--- config.mk ---
export PLATFORM = sky130hd
export DESIGN_NAME = multiplier_controller
export DESIGN_NICKNAME = d
export VERILOG_FILES = /design/src/rtl/multiplier_controller.sv
export SDC_FILE = /design/constraint.sdc
export NUM_CORES = 1
export LEC_CHECK = 0
export ABC_AREA = 1
export CAP_MARGIN = 15
export CORE_AREA = 10 10 47 49
export DETAILED_ROUTE_END_ITERATION = 16
export DIE_AREA = 0 0 57 59
export PLACE_DENSITY = 0.48
export SLEW_MARGIN = 40
export SYNTH_ARGS = -nofsm -noshare
export SYNTH_HDL_FRONTEND = slang
export SYNTH_SLANG_ARGS = --single-unit
--- constraint.sdc ---
create_clock -name clock -period 2.76 [get_ports clock]
set_clock_uncertainty 0.2 [all_clocks]
set_input_delay 0.552 -clock clock [delete_from_list [all_inputs] [get_ports clock]]
set_output_delay 0.552 -clock clock [all_outputs]
set_load 0.005 [all_outputs]
--- src/rtl/multiplier_controller.sv ---
// Sequencing controller for a shift-and-add multiplier datapath: one init cycle, N shift cycles, then hold.
// Optional abort input and behaviour compiled in with MULTIPLIER_CONTROLLER_ABORT_EN.
module multiplier_controller #(
    parameter int N = 4
) (
    input  logic clock,
    input  logic reset,
    input  logic start,
    input  logic ack,
`ifdef MULTIPLIER_CONTROLLER_ABORT_EN
    input  logic abort,
`endif
    output logic do_init,
    output logic do_shift,
    output logic busy,
    output logic done
);

    // state | meaning
    // IDLE  | waiting for start
    // INIT  | datapath load, one cycle
    // SHIFT | one add/shift step per cycle, N cycles
    // DONE  | product valid, held until ack

    localparam int CW = (N > 1) ? $clog2(N) : 1;
    localparam logic [CW-1:0] LAST = CW'(N - 1);

    typedef enum logic [1:0] {
        IDLE  = 2'd0,
        INIT  = 2'd1,
        SHIFT = 2'd2,
        DONE  = 2'd3
    } state_t;

    state_t        state;
    state_t        state_next;
    logic [CW-1:0] count;
    logic [CW-1:0] count_next;
    logic          abort_hit;

`ifdef MULTIPLIER_CONTROLLER_ABORT_EN
    assign abort_hit = abort;
`else
    assign abort_hit = 1'b0;
`endif

    always_ff @(posedge clock or posedge reset) begin
        if (reset) begin
            state <= IDLE;
            count <= '0;
        end else begin
            state <= state_next;
            count <= count_next;
        end
    end

    always_comb begin
        state_next = state;
        count_next = count;
        case (state)
            IDLE: begin
                if (start) begin
                    state_next = INIT;
                end
            end
            INIT: begin
                state_next = SHIFT;
                count_next = '0;
            end
            SHIFT: begin
                if (count == LAST) begin
                    state_next = DONE;
                    count_next = '0;
                end else begin
                    count_next = count + CW'(1);
                end
            end
            DONE: begin
                if (ack) begin
                    state_next = IDLE;
                end
            end
            default: begin
                state_next = IDLE;
                count_next = '0;
            end
        endcase
        // Abort wins over counter completion; it has no effect once the product is held.
        if (abort_hit && (state == INIT || state == SHIFT)) begin
            state_next = IDLE;
            count_next = '0;
        end
    end

    always_comb begin
        do_init  = 1'b0;
        do_shift = 1'b0;
        busy     = 1'b0;
        done     = 1'b0;
        case (state)
            INIT: begin
                do_init = 1'b1;
                busy    = 1'b1;
            end
            SHIFT: begin
                do_shift = 1'b1;
                busy     = 1'b1;
            end
            DONE: begin
                done = 1'b1;
            end
            default: begin
            end
        endcase
    end

endmodule
==> impl_metrics.yaml, run 1 <==
run_status:
  status: "finished, final reports clean"
final_layout:
  drive_gt1_share_pct: 13.3
  post-route-util_pct: 28.8
  ff_latch_area_um2: 100
  final_nets: 57
  antenna_cells: 0
  multi_input_area_um2: 154
  post-route-cell-area_um2: 404
  nFillCells: 159
  area_delta_synth_final_pct: 38.6
clock_network:
  cts_buffer_depth: 2
  cts_tree: "done"
  cts_made_buffers: 3
  htree_levels: 1
  post_cts_buffers: 0
  cts-root-buf: "clkbuf_4"
  postCtsResizedCells: 0
  cts_hold_buf: 0
  clkSlewWorstSetupHoldPaths_ns: 0.03
  clk-insertion-delay-late_ns: 0.23
  cts.sink_count: 4
logic_synthesis:
  yosysTopAreaCellShare_pct: 34.3
  synth_edf_count: 0
  yosys_warnings: 0
  avgSynthCellArea_um2: 8.33
  yosysSeqAreaShare_pct: 34.3
  synth_nets: 45
  synth_area_leader_cell: "dfrtp_1"
  yosys.cell_types.count: 9
  yosys_register_bits: 4
  ys.flop_type: "dfrtp_1"
  syn-cell-area_um2: 292
  synthMostInstantiatedCell: "inv_1"
  synth-async-reset-ratio_pct: 100
  syn_inst: 35
  synthTopCellsByCount: "inv_1 (10), ha_1 (6), nand2_1 (6), dfrtp_1 (4), nand4_1 (3)"
  synth_area_leaders: "dfrtp_1 (34%), ha_1 (26%), inv_1 (13%)"
global_routing:
  grt_pass1_wl_um: 945
  grt_use_met3_pct: 1.93
  grt_busiest_layer: "met2"
  grt_pass1_vias: 253
  track_usage_pct: 3.63
  use_met1_pct: 3.93
  grt_overflow_total: 0
  use_met2_pct: 4.65
  grt_max_degree: 7
  antenna_found_initial: 0
routing:
  routedWlPerCell_um: 8.56
  drc: 0
  antenna_left: 0
  wl_um: 522
  via_count: 235
  firstDrtPassIters: 2
  drt_iter0_drc: 7
  vias_per_cell: 3.85
critical_path:
  critPathKind: "flop to output port"
  path_delay_family: "buffers and inverters"
  crit_chain: "inv_1 > ha_1 > clkdlybuf4s50_1"
  crit_buf_inv: 2
  critPathMaxFanout: 6
  required_ns: 2.01
  critical-path-slowest-cell: "clkdlybuf4s50_1"
  critPathArrivalTime_ns: 1.62
  start_kind: "flop"
  crit_path_max_incr_delay_ns: 0.53
  end_kind: "output port"
placement:
  placedInstanceArea_um2: 382
  gp_congestion: 0.752
  io_buffers: 7
  dp_hpwl_um: 463
  place_ws_ns: 0.633
timing:
  max_slew_margin_pct: 88.1
  rsz0062_at_grt: "false"
  setup-tns-final_ns: 0
  max_slew.worst_pin.slew_ns: 0.179
  fmax_mhz: 421
  hold_violations: 0
  setup_slack_ns: 0.383
  period_needed_ns: 2.38
  period_share_pct: 86.1
  slew_violations: 0
  holdWs_ns: 0.301
  report.final.setup_viol: 0
job:
  cap_violations: 0
floorplanning:
  fp.dieH_um: 59
  start_util_pct: 20.8
  rows: 14
  dieWidth_um: 57
  dieArea_um2: 3360
  core_um2: 1400
  num_io_pins: 8
power_and_ir_drop:
  power_density_nw_per_um2: 1080
  irDropWorstVdd_mv: 0.435
  leakagePower_nw: 0.214
min_path:
  hold_class: "input port to async pin"
stage by stage:
stage | cells | total power [W]
detailed placement | 58 | 0.000375
CTS | 61 | 0.000448
global route | 61 | 0.000497
floorplan | 35 | 0.000263
finish | 61 | 0.000438
global placement | 58 | 0.000380
per-layer routing:
| layer | routed length (um) | up-vias |
|---|---|---|
| li1 | - | 128 |
| met1 | 257 | 102 |
| met2 | 221 | 5 |
| met3 | 43 | 0 |
| met4 | 0 | 0 |
| met5 | 0 | - |
path summary, 6_finish.rpt:
check                          from       end  slack [ns]  cells past startpoint
setup / recovery           state[0]      busy        0.38                      3
hold / removal                reset  state[0]        0.30                      2
setup reg to reg           state[0]  count[0]        1.37                      4
hold reg to reg            count[1]  count[1]        0.33                      2
max in group asynchronous     reset  count[0]        1.91                      2
min in group clock         count[1]  count[1]        0.33                      2
placed cells by master, fill, tap and decap left out:
cell             count
clkdlybuf4s50_1      7
nand4_1              3
dfrtp_1              4
nand3_1              1
nand2_2              2
o21ai_0              2
inv_1               10
nand2_1              6
clkbuf_4             3
nand3_2              1
ha_1                 6
logic make-up after synthesis:
logic type	count (synthesis)	share of synthesized area, %
and+or+nand+nor	13	23.6
AOI/OAI and AO/OA	2	3.43
buffers and inverters	10	12.9
adders and majority gates	6	25.8
DFF	4	34.3
cell type report:
class                           instances  share of cell area (%)
Clock buffer                            3                    5.57
Tap cell                               16                    4.95
Inverter                               10                    9.29
Multi-Input combinational cell         21                    38.1
Timing Repair Buffer                    7                    17.3
Sequential cell                         4                    24.8
report_power, final:
part | switching, W | total (W) | internal, W
Sequential | 0.0000215 | 0.000108 | 0.0000869
Combinational | 0.000132 | 0.000261 | 0.000129
Clock | 0.0000196 | 0.0000679 | 0.0000483
Total | 0.000173 | 0.000438 | 0.000264
worst reg2reg max path, stage by stage, from the launching register on:
cell and delay [ns]:
dfrtp_1 0.39, inv_1 0.10, ha_1 0.37, nand4_1 0.12, o21ai_0 0.08
sequential cells by signal, summed over array words and instances (netlist names):
signal  flops
state       2
count       2
Power figures use the tool's default switching activity.
==> run 2: changes to the inputs <==
--- a/config.mk
+++ b/config.mk
@@ -6,6 +6,7 @@
 export NUM_CORES = 1
 export LEC_CHECK = 0
 export ABC_AREA = 1
+export ABC_CLOCK_PERIOD_IN_PS = 2760
 export CAP_MARGIN = 15
 export CORE_AREA = 10 10 47 49
 export DETAILED_ROUTE_END_ITERATION = 16
==> results of run 2 <==
No change in the layout: final DEF, timing and power equal those of run 1.
